`src/rtl/regfile_wr_arbiter.sv`:
```
// Write-port arbiter for the R0..R7 register bank: round-robin req/ack arbitration
// among NREQ writers, plus an eight-cycle sequence that zeroes every register.
module regfile_wr_arbiter #(
    parameter int NREQ = 3,
    parameter int DW   = 16
) (
    input  logic                    Clk,
    input  logic                    Reset_n,
    input  logic [NREQ-1:0]         Req,
    input  logic [3*NREQ-1:0]       Req_dr,
    input  logic [DW*NREQ-1:0]      Req_data,
    input  logic                    Clear,
    output logic [NREQ-1:0]         Ack,
    output logic [7:0]              LD_R,
    output logic [DW-1:0]           Data_out,
    output logic [$clog2(NREQ)-1:0] Grant_id,
    output logic                    Busy
);

    localparam int GW = $clog2(NREQ);
    localparam logic [GW:0] NREQ_W = (GW+1)'(NREQ);

    typedef enum logic {
        IDLE,
        CLEAR
    } state_t;

    state_t          state_q, state_d;
    logic [2:0]      idx_q, idx_d;
    logic [GW-1:0]   ptr_q, ptr_d;

    logic [NREQ-1:0] ack_d;
    logic [7:0]      ld_d;
    logic [DW-1:0]   data_d;
    logic [GW-1:0]   gid_d;
    logic            busy_d;

    logic [NREQ-1:0] elig;
    logic [GW:0]     cand;
    logic            win_vld;
    logic [GW-1:0]   win_idx;
    logic [2:0]      win_dr;
    logic [DW-1:0]   win_data;
    logic            arb_en;

    // A requester being acked this cycle still shows its old Req; skip it.
    assign elig = Req & ~Ack;

    always_comb begin : arbitrate
        win_vld = 1'b0;
        win_idx = '0;
        cand    = '0;
        for (int unsigned i = 0; i < NREQ; i++) begin
            cand = {1'b0, ptr_q} + (GW+1)'(i);
            if (cand >= NREQ_W) begin
                cand = cand - NREQ_W;
            end
            if (!win_vld && elig[cand[GW-1:0]]) begin
                win_vld = 1'b1;
                win_idx = cand[GW-1:0];
            end
        end
    end

    always_comb begin : winner_mux
        win_dr   = '0;
        win_data = '0;
        for (int unsigned r = 0; r < NREQ; r++) begin
            if (win_idx == GW'(r)) begin
                win_dr   = Req_dr[3*r +: 3];
                win_data = Req_data[DW*r +: DW];
            end
        end
    end

    always_comb begin : next_state
        state_d = state_q;
        idx_d   = idx_q;
        ptr_d   = ptr_q;
        ack_d   = '0;
        ld_d    = '0;
        data_d  = Data_out;
        gid_d   = Grant_id;
        busy_d  = 1'b0;
        arb_en  = 1'b0;

        unique case (state_q)
            IDLE: begin
                if (Clear) begin
                    state_d = CLEAR;
                    idx_d   = '0;
                    ld_d    = 8'h01;
                    data_d  = '0;
                    busy_d  = 1'b1;
                end else begin
                    arb_en = 1'b1;
                end
            end
            CLEAR: begin
                data_d = '0;
                // The edge that writes R7 also arbitrates, so a grant can follow directly.
                if (idx_q == 3'd7) begin
                    state_d = IDLE;
                    idx_d   = '0;
                    arb_en  = 1'b1;
                end else begin
                    idx_d  = idx_q + 3'd1;
                    ld_d   = 8'h01 << idx_d;
                    busy_d = 1'b1;
                end
            end
        endcase

        if (arb_en && win_vld) begin
            ack_d  = NREQ'(1) << win_idx;
            ld_d   = 8'h01 << win_dr;
            data_d = win_data;
            gid_d  = win_idx;
            ptr_d  = (win_idx == GW'(NREQ-1)) ? '0 : win_idx + GW'(1);
        end
    end

    always_ff @(posedge Clk or negedge Reset_n) begin
        if (!Reset_n) begin
            state_q <= IDLE;
        end else begin
            state_q <= state_d;
        end
    end

    always_ff @(posedge Clk or negedge Reset_n) begin
        if (!Reset_n) begin
            idx_q    <= '0;
            ptr_q    <= '0;
            Ack      <= '0;
            LD_R     <= '0;
            Data_out <= '0;
            Grant_id <= '0;
            Busy     <= 1'b0;
        end else begin
            idx_q    <= idx_d;
            ptr_q    <= ptr_d;
            Ack      <= ack_d;
            LD_R     <= ld_d;
            Data_out <= data_d;
            Grant_id <= gid_d;
            Busy     <= busy_d;
        end
    end

endmodule

```
`config.mk`:
```
export PLATFORM = sky130hd
export DESIGN_NAME = regfile_wr_arbiter
export DESIGN_NICKNAME = d
export VERILOG_FILES = /design/src/rtl/regfile_wr_arbiter.sv
export SDC_FILE = /design/constraint.sdc
export NUM_CORES = 1
export LEC_CHECK = 0
export ABC_AREA = 1
export BUFFER_PORTS_ARGS = -buffer_cell sky130_fd_sc_hd__buf_2
export CAP_MARGIN = 40
export CORE_MARGIN = 10
export CORE_UTILIZATION = 48
export CTS_BUF_LIST = sky130_fd_sc_hd__clkbuf_16
export DETAILED_ROUTE_END_ITERATION = 8
export PLACE_DENSITY = 0.8
export SLEW_MARGIN = 20
export SYNTH_ARGS = -nofsm -noshare
export SYNTH_HDL_FRONTEND = slang
export SYNTH_SLANG_ARGS = --single-unit
export TNS_END_PERCENT = 1
```
`constraint.sdc`:
```
create_clock -name Clk -period 2.7 [get_ports Clk]
set_input_delay 0.135 -clock Clk [delete_from_list [all_inputs] [get_ports Clk]]
set_output_delay 0.135 -clock Clk [all_outputs]
set_load 0.01 [all_outputs]
```
---- Word level (Yosys, flattened, before mapping) ----
Cells that the tools add are included.
storage, ports and cells
  flip-flop bits (word level) ............. 35
  bits of input ports ..................... 63
  output and inout bits ................... 30
cells by class
  $add $sub $neg .......................... 7
  magnitude comparators ................... 6
  equal/unequal tests ..................... 5
  shifts and indexed selects .............. 3
  multiplexer cells ....................... 39
  bitwise gates (word level) .............. 3
  reductions and logical operators ........ 6
operators with widths
  cell                   number
  $mux W16               5
  $pmux W16 S2           1
  $mux W3                6
  $mux W8                2
  $pmux W8 S2            1
  $shl A1 B3 Y8 const A  2
  $mux W2                7
  $mux W1                11
  $lt A2 B3 Y1 const B   3
  $bmux W1 S2            3
  $ge A3 B2 Y1 const B   2
  $pmux W3 S2            1
  $sub A2 B2 Y2 const B  3
  $pmux W1 S2            2
  $add A2 B1 Y3 const B  1
  $add A2 B2 Y3 const B  1
  $add A3 B1 Y3 const B  1
  $and A3 B3 Y3          1
  $eq A3 B3 Y1 const B   1
  $logic_and A1 B1 Y1    3
  $ne A3 B3 Y1 const B   1
  $not A3 Y3             1
  $shl A1 B2 Y3 const A  1
  $add A2 B1 Y2 const B  1
  other kinds (7)        8

---- Depth between registers and ports, before layout ----
Gate-level depths: netlist of the first run.
  depth after elaboration ................. 17
  depth in mapped cells ................... 17
  gate-level depth less buffers ........... 17

---- Least setup slack after synthesis of the first run ----
Ideal clock, no wire load.
  path type ............................... register to register
  from .................................... register ptr_q[0]
  to ...................................... register LD_R[3]
  data arrival time ....................... 1,847 ps
  data required time ...................... 2,584 ps
  path slack .............................. 737 ps
  stages on the path, launching flop included .. 17
  buffers on the path ..................... 0
  cell sequence ........................... dfrtp_1 inv_1 ha_1 inv_2 nand2_1 nor2_2 inv_1 nand2_1 nor2_2 nand3_1 nand2_4 nor2_8 nand2_1 nand2_2 nor2_2 nand2_1 nand2_1
between the ends
  word-level cells in the longest chain between the ends .. 17
ends and longest elaborated chain
  item                                                                    RTL line  text
  start: declaration                                                      30        logic [GW-1:0] ptr_q, ptr_d;
  start signal: assignment                                                142       ptr_q <= ptr_d;
  parallel branches: the longest is 16 deep, another holds $add A2 B1 Y3  n/a
  $mux W8 (*)                                                             114       if (arb_en && win_vld) begin
  via ld_d[3]                                                             33        logic [7:0] ld_d;
  end signal: assignment                                                  144       LD_R <= ld_d;
  end: declaration                                                        14        output logic [7:0] LD_R,
Mark *: on every way through the listed nets, which the timed path passes. The select of a mux whose other input is x is not followed.
A chain may end at the register's enable or synchronous reset.

---- Worst setup path after layout of the first run ----
  from .................................... register ptr_q[0]
  to ...................................... register LD_R[4]
Same word-level chain as after synthesis.

==> results.tsv, run 1 <==
stage	metric	value	unit
layout	area_growth	32.30	%
routing	drt_first_pass_iters	4	
global_routing	grt_usage	16.35	%
synthesis	ys_seq_area_share	40.23	%
synthesis	ys_types	28	
power_and_ir_drop	power	3679	uW
layout	register_area	875.8	sq um
die	die_h	87.35	um
die	start_util	49.66	%
clock_tree	clk_pin_slew_worst_paths	0.06	ns
synthesis	ys_seq_elements	35	
critical_path	cp_max_fo	19	
layout	diodes	0	
timing	layout_min_cycle_time	2.405	ns
global_routing	gr-total-overflow	0	
timing	worst_slack	0.2953	ns
die	num_rows	24	
placed_design	placed_cell_area	0.002658	sq mm
synthesis	ys_warn_count	0	
clock_tree	clock_path_buffers	2	
timing	slew_violations	0	
timing	fin_crit_sh	89.06	%
placed_design	place.port_buffers	92	
timing	hold_violations	0	
clock_tree	cts_resized	0	
clock_tree	insertion_delay	0.28	ns
timing	slew_headroom	57.93	%
synthesis	synth-edff-count	0	
critical_path	slowest_stage	dfrtp_1	
layout	multiInputGateArea	0.001122	sq mm
critical_path	path_class	flop to flop	
die	die_width	87.35	um
die	coreArea	0.004384	sq mm
critical_path	max_stage_delay	0.37	ns
synthesis	syn_nets	372	
layout	final_cell_mix	nand2_1, buf_2, dfrtp_1	
timing	setup-violations-final	0	
timing	worst-slew-pin-transition	0.6304	ns
routing	num_vias	2196	
placed_design	pre_cts_slack	0.3357	ns
critical_path	crit_path_cell_trace	inv_1 > ha_1 > inv_2 > nand2_1 > nor2_2 > inv_1 > nand2_1 > nor2_2 > nand3_1 > nand2_4 > nor2_8 > nand2_1 > nand2_2 > nand2_1 > o21ai_1	
layout	drive_above_1_share	32.15	%
layout	layout_commonest_cell	nand2_1	
power_and_ir_drop	vdd_ir_drop_max	0.6009	mV
critical_path	crit_buf_inv	3	
global_routing	grt_pass1_vias	2190	
critical_path	end_kind	flop	
global_routing	antenna_found_initial	0	
routing	routed_wl	6.201	mm
hold_path	min_path_type	input port to flop	
synthesis	synth_area	0.002177	sq mm
timing	grt_setup_unrepaired	no	
routing	drtIter0Drc	66	
synthesis	synthArstFlopShare	100.0	%
power_and_ir_drop	p_leak	0.001716	uW
timing	tns	0	ns
routing	postRouteAntennaNets	0	
placed_design	dpl.hpwl	5.018	mm
clock_tree	root_buffer	clkbuf_16	
routing	wl_per_cell	13.87	um
clock_tree	clock_sinks	35	
synthesis	ys_dominant_reg_cell	dfrtp_1	
clock_tree	cts_tree	done	
timing	fmax	0.4159	GHz
critical_path	cp-start-kind	flop	
critical_path	cp.required	2.90	ns
layout	fin_nets	467	
die	die_area	0.007629	sq mm
global_routing	grt_max_degree	36	
power_and_ir_drop	p_per_area	1277	mW/mm^2
routing	drc	0	
synthesis	synthCells	299	
die	io_pins	93	
clock_tree	numCtsBuffers	5	
status	status	complete, no violations	
critical_path	path_delay_family	simple AND/OR/NAND/NOR gates	
placed_design	place_congestion	0.9756	
timing	timing.clock.skew	0.005363	ns
critical_path	critPathArrivalTime	2.60	ns
synthesis	syn_avg_cell_area	7.281	sq um
layout	nFillCells	369	
clock_tree	h-tree-depth	2	
global_routing	grt_pass1_wl	10.02	mm
routing	viasPerCell	4.913	
layout	postLayoutCellArea	0.002880	sq mm
flow_run	drv_cap	0	
critical_path	cpMostUsedCell	nand2_1	
==> stage by stage <==
step                      hold slack [ns]  utilization, %  instances
final                              0.1574           65.70        447
after global routing               0.1747           65.70        447
after CTS                          0.1561           65.24        446
after detailed placement           0.2549           60.62        437
after global placement             0.2510           60.62        437
after floorplan                   -0.1606               -        299
==> worst register-to-register path, stage by stage, from the launching register on <==
cell	delay, ns
dfrtp_1	0.37
inv_1	0.10
ha_1	0.36
inv_2	0.10
nand2_1	0.08
nor2_2	0.19
inv_1	0.07
nand2_1	0.08
nor2_2	0.04
nand3_1	0.10
nand2_4	0.17
nor2_8	0.26
nand2_1	0.10
nand2_2	0.09
nand2_1	0.07
o21ai_1	0.14
==> where the power goes <==
part / internal, uW / switching [uW] / leakage, uW / total (uW)
registers: 685 / 81.1 / 0.000464 / 766
clock network: 528 / 214 / 0.0000900 / 743
logic: 717 / 1450 / 0.00116 / 2170
==> area by class of cell <==
class,instances,area share [%]
Clock buffer,5,4.344
Inverter,35,4.648
Multi-Input combinational cell,223,38.97
Tap cell,52,2.259
Clock inverter,3,2.346
Timing Repair Buffer,94,17.03
Sequential cell,35,30.41
==> path summary, 6_finish.rpt <==
check                           slack [ns]            to  cells after the start    startpoint
worst max-delay path                  0.30       LD_R[4]                     15      ptr_q[0]
worst min-delay path                  0.16   Data_out[2]                      5   Req_data[2]
worst max register to register        0.30       LD_R[4]                     15      ptr_q[0]
worst min register to register        0.47  Data_out[10]                      2  Data_out[10]
max in group asynchronous             2.16   Data_out[1]                      3       Reset_n
min in group asynchronous             0.18   Data_out[8]                      2       Reset_n
==> cells in the mapped netlist (2+ instances only) <==
| library cell | n | area (sq um) |
|---|---|---|
| nand2_1 | 135 | 506.7 |
| dfrtp_1 | 35 | 875.8 |
| inv_1 | 31 | 116.4 |
| nand3_1 | 24 | 120.1 |
| ha_1 | 10 | 125.1 |
| o21ai_0 | 10 | 50.05 |
| nor2_1 | 8 | 30.03 |
| nand2_2 | 5 | 31.28 |
| nor2_2 | 5 | 31.28 |
| a21oi_2 | 3 | 26.28 |
| buf_2 | 3 | 15.01 |
| inv_2 | 3 | 11.26 |
| nand3_2 | 3 | 30.03 |
| nand4_1 | 3 | 18.77 |
| nor3_1 | 3 | 15.01 |
| o21ai_1 | 3 | 15.01 |
| buf_6 | 2 | 22.52 |
| nand2_4 | 2 | 22.52 |
| o21bai_1 | 2 | 15.01 |
==> repair_timing <==
action                                 CTS  global route
hold buffers                             1             0
setup buffers                            0             0
endpoints found under the hold margin   35             0
==> cell families after synthesis <==
| kind of cell | count (synthesis) | share of synthesized area, % |
|---|---|---|
| adder cells (fa/ha/maj) | 10 | 5.747 |
| AO/OA/AOI/OAI | 22 | 6.782 |
| AND/OR/NAND/NOR | 191 | 39.02 |
| buffers and inverters | 41 | 8.218 |
| flip-flops | 35 | 40.23 |
==> sequential cells by signal, indices dropped and copies added, names as in the netlist <==
| name | cells |
|---|---|
| idx_q | 3 |
| Ack | 3 |
| Busy | 1 |
| Grant_id | 2 |
| LD_R | 8 |
| Data_out | 16 |
| ptr_q | 2 |
==> layer usage <==
layer  wire length, um  vias up  track usage (%)
met3               734       14            7.772
met2              2799       88            26.39
met1              2537      969            18.17
li1                  -     1125                -
met4               130        0            6.232
met5                 0        -                0
No activity file was read; power rests on OpenSTA's default activity.
==> run 2: changes to the inputs <==
--- a/config.mk
+++ b/config.mk
@@ -12,7 +12,7 @@
 export CORE_UTILIZATION = 48
 export CTS_BUF_LIST = sky130_fd_sc_hd__clkbuf_16
 export DETAILED_ROUTE_END_ITERATION = 8
-export PLACE_DENSITY = 0.8
+export PLACE_DENSITY = 0.88
 export SLEW_MARGIN = 20
 export SYNTH_ARGS = -nofsm -noshare
 export SYNTH_HDL_FRONTEND = slang
==> run 2 against run 1 <==
Clock skew decreased by 0.0014 ns; critical path depth is the same; final cell count grew 0.22%; largest power group unchanged.
==> results.tsv, run 2 (synthesis results as in run 1) <==
stage	metric	value	unit
status	status	complete, no violations	
clock_tree	cts_resized	0	
clock_tree	clock_path_buffers	2	
timing	tns	0	ns
timing	slew_violations	0	
layout	fin_nets	468	
timing	setup-violations-final	0	
critical_path	cp_max_fo	19	
power_and_ir_drop	p_per_area	1288	mW/mm^2
layout	area_growth	32.64	%
layout	final_cell_mix	nand2_1, buf_2, dfrtp_1	
hold_path	whs_endpoint	Data_out[15]	
routing	routed_wl	6.530	mm
layout	largest_reg_flops	16	
clock_tree	insertion_delay	0.28	ns
timing	fin_crit_sh	88.56	%
critical_path	cp-start-kind	flop	
power_and_ir_drop	p_leak	0.001721	uW
timing	layout_min_cycle_time	2.391	ns
timing	grt_setup_unrepaired	no	
placed_design	dpl.hpwl	5.196	mm
die	die_area	0.007629	sq mm
layout	diodes	0	
routing	num_vias	2267	
global_routing	grt_usage	17.36	%
die	die_h	87.35	um
die	start_util	49.66	%
clock_tree	h-tree-depth	2	
placed_design	pre_cts_slack	0.3266	ns
timing	timing.hold.ws	0.1565	ns
critical_path	critPathArrivalTime	2.60	ns
layout	top_regs	Data_out x16, LD_R x8	
critical_path	r2r_slack	0.31	ns
clock_tree	clk_pin_slew_worst_paths	0.06	ns
clock_tree	root_buffer	clkbuf_16	
routing	drtIter0Drc	102	
hold_path	min_path_type	input port to flop	
timing	worst_slack	0.3088	ns
timing	slew_headroom	57.68	%
critical_path	r2r-start	ptr_q[0]	
layout	drive_above_1_share	32.32	%
global_routing	grt_max_degree	36	
timing	timing.clock.skew	0.004007	ns
critical_path	path_class	flop to flop	
critical_path	cp.required	2.91	ns
die	io_pins	93	
routing	wl_per_cell	14.58	um
hold_path	holdPathStages	5	
placed_design	place.port_buffers	92	
routing	postRouteAntennaNets	0	
die	die_width	87.35	um
critical_path	rr_worst_depth	15	
die	num_rows	24	
timing	hold_violations	0	
clock_tree	clock_sinks	35	
power_and_ir_drop	vdd_ir_drop_max	0.7117	mV
flow_run	drv_cap	0	
routing	drt_first_pass_iters	4	
die	coreArea	0.004384	sq mm
layout	nFillCells	403	
hold_path	min-delay-start	Req_data[15]	
routing	drc	0	
timing	worst-slew-pin-transition	0.6342	ns
layout	largest-register	Data_out	
critical_path	timing.rr.end	LD_R[4]	
clock_tree	cts_tree	done	
global_routing	gr-total-overflow	0	
placed_design	place_congestion	0.9238	
clock_tree	numCtsBuffers	5	
global_routing	grt_pass1_vias	2350	
timing	fmax	0.4182	GHz
layout	layout_commonest_cell	nand2_1	
global_routing	grt_pass1_wl	10.76	mm
routing	viasPerCell	5.060	
critical_path	end_kind	flop	
global_routing	antenna_found_initial	0	
## run 2: cell types whose count changed in the layout (fill, tap and decap cells not counted), sizes merged
cell and change:
buf +1
## run 2: how the worst max path moves through the flow
stage / cells after the start / startpoint / end / slack [ns]
final: 15 / ptr_q[0] / LD_R[4] / 0.31
after global routing: 15 / ptr_q[0] / LD_R[4] / 0.03
after CTS: 15 / ptr_q[0] / LD_R[0] / 0.31
after detailed placement: 15 / ptr_q[0] / LD_R[0] / 0.33
after global placement: 16 / ptr_q[0] / LD_R[3] / 0.46
after floorplan: 16 / ptr_q[0] / LD_R[3] / 0.74
## run 2: layer usage
metal / up-vias / wire [um] / track usage (%)
met5: - / 0 / 0
met4: 0 / 61 / 5.072
met3: 8 / 747 / 6.554
met2: 108 / 3069 / 29.23
met1: 1020 / 2652 / 19.88
li1: 1131 / - / -
## run 2: per-stage QoR
stage,cells,util (%),power (uW),instance area [sq um]
6_report,448,65.87,3721,2888
5_1_grt,448,65.87,4091,2888
4_1_cts,447,65.41,3735,2868
3_5_place_dp,438,60.79,2966,2665
3_3_place_gp,438,60.79,2872,2665
2_1_floorplan,299,-,2488,2177
## run 2: repair_timing
item,CTS,global route
hold buffers,1,0
buffers inserted,0,0
endpoints found under the hold margin,35,0
## run 2: layout make-up
class | instances | area [sq um] | share of cell area, %
Timing Repair Buffer | 95 | 498.0 | 17.24
Inverter | 35 | 133.9 | 4.636
Clock inverter | 3 | 67.56 | 2.340
Clock buffer | 5 | 125.1 | 4.333
Multi-Input combinational cell | 223 | 1122 | 38.86
Tap cell | 52 | 65.06 | 2.253
Sequential cell | 35 | 875.8 | 30.33
## run 2: worst max-delay path: stages (launching register included)
cell and delay (ns):
dfrtp_1 0.37, inv_1 0.09, ha_1 0.36, inv_2 0.10
nand2_1 0.07, nor2_2 0.20, inv_1 0.06, nand2_1 0.08
nor2_2 0.05, nand3_1 0.10, nand2_4 0.17, nor2_8 0.26
nand2_1 0.10, nand2_2 0.09, nand2_1 0.07, o21ai_1 0.12
## run 2: power by group
part | switching, uW | total (uW) | internal, uW | leakage (uW)
registers | 81.1 | 766 | 685 | 0.000464
clock network | 223 | 752 | 529 | 0.0000900
logic | 1470 | 2200 | 729 | 0.00117
total | 1780 | 3720 | 1940 | 0.00172
==> run 3: changes to the inputs <==
--- a/config.mk
+++ b/config.mk
@@ -8,11 +8,11 @@
 export ABC_AREA = 1
 export BUFFER_PORTS_ARGS = -buffer_cell sky130_fd_sc_hd__buf_2
 export CAP_MARGIN = 40
-export CORE_MARGIN = 10
 export CORE_UTILIZATION = 48
 export CTS_BUF_LIST = sky130_fd_sc_hd__clkbuf_16
 export DETAILED_ROUTE_END_ITERATION = 8
 export PLACE_DENSITY = 0.88
+export SKIP_CTS_REPAIR_TIMING = 1
 export SLEW_MARGIN = 20
 export SYNTH_ARGS = -nofsm -noshare
 export SYNTH_HDL_FRONTEND = slang
==> run 3 against run 2 <==
Sequential share of layout area is 0.71 points higher; clock skew is 0.0019 ns higher; first-iteration DRC count up 27%; sequential power increased by 0.9%; combinational power shrank 2%; register-to-register slack about the same; non-clock buffer count down 1; clock power down 29%; via count shrank 1.7%; fmax decreased by 0.14%; core utilization down 1.1 points.
==> results.tsv, run 3 (synthesis results as in run 1) <==
stage	metric	value	unit
status	status	complete, no violations	
die	die_width	69.35	um
die	num_rows	24	
routing	routed_wl	5.738	mm
hold_path	min_path_type	input port to flop	
critical_path	cp-start-kind	flop	
layout	multiInputGateArea	0.001122	sq mm
power_and_ir_drop	p_per_area	1229	mW/mm^2
placed_design	pre_cts_slack	0.3236	ns
routing	wl_per_cell	12.87	um
routing	viasPerCell	4.998	
placed_design	dpl.hpwl	4.381	mm
routing	drc	0	
timing	slew_headroom	58.62	%
layout	diodes	0	
critical_path	end_kind	flop	
placed_design	place_congestion	0.8995	
die	die_area	0.004809	sq mm
critical_path	cp_max_fo	20	
timing	tns	0	ns
critical_path	path_class	flop to flop	
hold_path	whs_endpoint	Data_out[15]	
timing	slew_violations	0	
clock_tree	numCtsBuffers	5	
timing	grt_setup_unrepaired	no	
clock_tree	insertion_delay	0.28	ns
timing	worst_slack	0.3053	ns
layout	nFillCells	376	
die	io_pins	93	
layout	area_growth	29.60	%
die	coreArea	0.004354	sq mm
clock_tree	clock_path_buffers	2	
die	die_h	69.35	um
critical_path	r2r-start	ptr_q[0]	
timing	fin_crit_sh	88.69	%
timing	worst-slew-pin-transition	0.6200	ns
clock_tree	cts_tree	done	
timing	layout_min_cycle_time	2.395	ns
critical_path	timing.rr.end	LD_R[7]	
critical_path	rr_worst_depth	15	
clock_tree	h-tree-depth	2	
critical_path	cp.required	2.92	ns
hold_path	min-delay-start	Req_data[15]	
layout	final_cell_mix	nand2_1, buf_2, dfrtp_1	
timing	setup-violations-final	0	
clock_tree	clk_pin_slew_worst_paths	0.05	ns
global_routing	grt_pass1_vias	2084	
global_routing	gr-total-overflow	0	
routing	drtIter0Drc	130	
placed_design	place.port_buffers	92	
routing	num_vias	2229	
hold_path	holdPathStages	5	
routing	postRouteAntennaNets	0	
critical_path	critPathArrivalTime	2.61	ns
global_routing	grt_pass1_wl	9.480	mm
layout	fin_nets	467	
die	start_util	50.00	%
clock_tree	root_buffer	clkbuf_16	
layout	layout_commonest_cell	nand2_1	
global_routing	grt_max_degree	36	
global_routing	antenna_found_initial	0	
critical_path	r2r_slack	0.31	ns
global_routing	grt_usage	25.28	%
timing	hold_violations	0	
layout	largest_reg_flops	16	
timing	timing.clock.skew	0.005865	ns
layout	register_area	875.8	sq um
routing	drt_first_pass_iters	4	
timing	fmax	0.4176	GHz
power_and_ir_drop	p_leak	0.001693	uW
clock_tree	clock_sinks	35	
layout	drive_above_1_share	31.73	%
layout	top_regs	Data_out x16, LD_R x8	
power_and_ir_drop	vdd_ir_drop_max	0.6105	mV
layout	largest-register	Data_out	
flow_run	drv_cap	0	
==> run 3: changes by cell type in the layout (fill, tap and decap cells not counted) <==
cell and change:
buf_4 -1, clkinvlp_4 -1, clkinv_2 +1, clkinv_1 +1
bufinv_16 -2
==> run 3: how the worst max path moves through the flow <==
| stage | end | depth (start not counted) | slack [ns] | startpoint |
|---|---|---|---|---|
| floorplan | LD_R[3] | 16 | 0.74 | ptr_q[0] |
| global placement | LD_R[3] | 16 | 0.46 | ptr_q[0] |
| detailed placement | LD_R[7] | 15 | 0.32 | ptr_q[0] |
| CTS | LD_R[7] | 15 | 0.28 | ptr_q[0] |
| global route | LD_R[7] | 15 | 0.005 | ptr_q[0] |
| finish | LD_R[7] | 15 | 0.31 | ptr_q[0] |
==> run 3: report_power, final <==
group          internal, uW  total, uW  switching [uW]  leakage, uW
Sequential              686        773            87.0     0.000464
Combinational           717       2160            1440      0.00116
Clock                   331        534             203    0.0000671
==> run 3: layer usage <==
metal,vias to the layer above,global-route usage [%],part of all wire (%)
li1,1126,-,-
met5,-,0,0
met2,97,42.72,49
met3,9,6.541,7.7
met4,0,9.751,2.1
met1,997,30.83,41
==> run 3: final cells by class <==
cell class	count	area share [%]
sequential	35	31.04
clock buffer	5	4.435
tap	52	2.306
inverter	35	4.745
timing repair buffer	94	17.38
clock inverter	2	0.3104
multi-input combinational	223	39.78
==> run 3: through the flow <==
stage / area, sq um / power, uW / util (%) / hold WS [ns] / std cells
after floorplan: 2177 / 2488 / - / -0.1606 / 299
after global placement: 2658 / 2838 / 61.03 / 0.2362 / 437
after detailed placement: 2658 / 2920 / 61.03 / 0.2494 / 437
after CTS: 2791 / 3473 / 64.11 / -0.05073 / 444
after global routing: 2821 / 3809 / 64.80 / 0.1703 / 446
final: 2821 / 3468 / 64.80 / 0.1570 / 446
==> run 3: worst max-delay path, cell delays in order (launching register included) <==
cell     delay [ns]
dfrtp_1        0.37
inv_1          0.09
ha_1           0.36
inv_2          0.10
nand2_1        0.06
nor2_2         0.19
inv_1          0.07
nand2_1        0.08
nor2_2         0.05
nand3_1        0.12
nand2_2        0.13
inv_2          0.29
nand3_1        0.19
inv_1          0.11
nand2_1        0.06
nand2_1        0.07
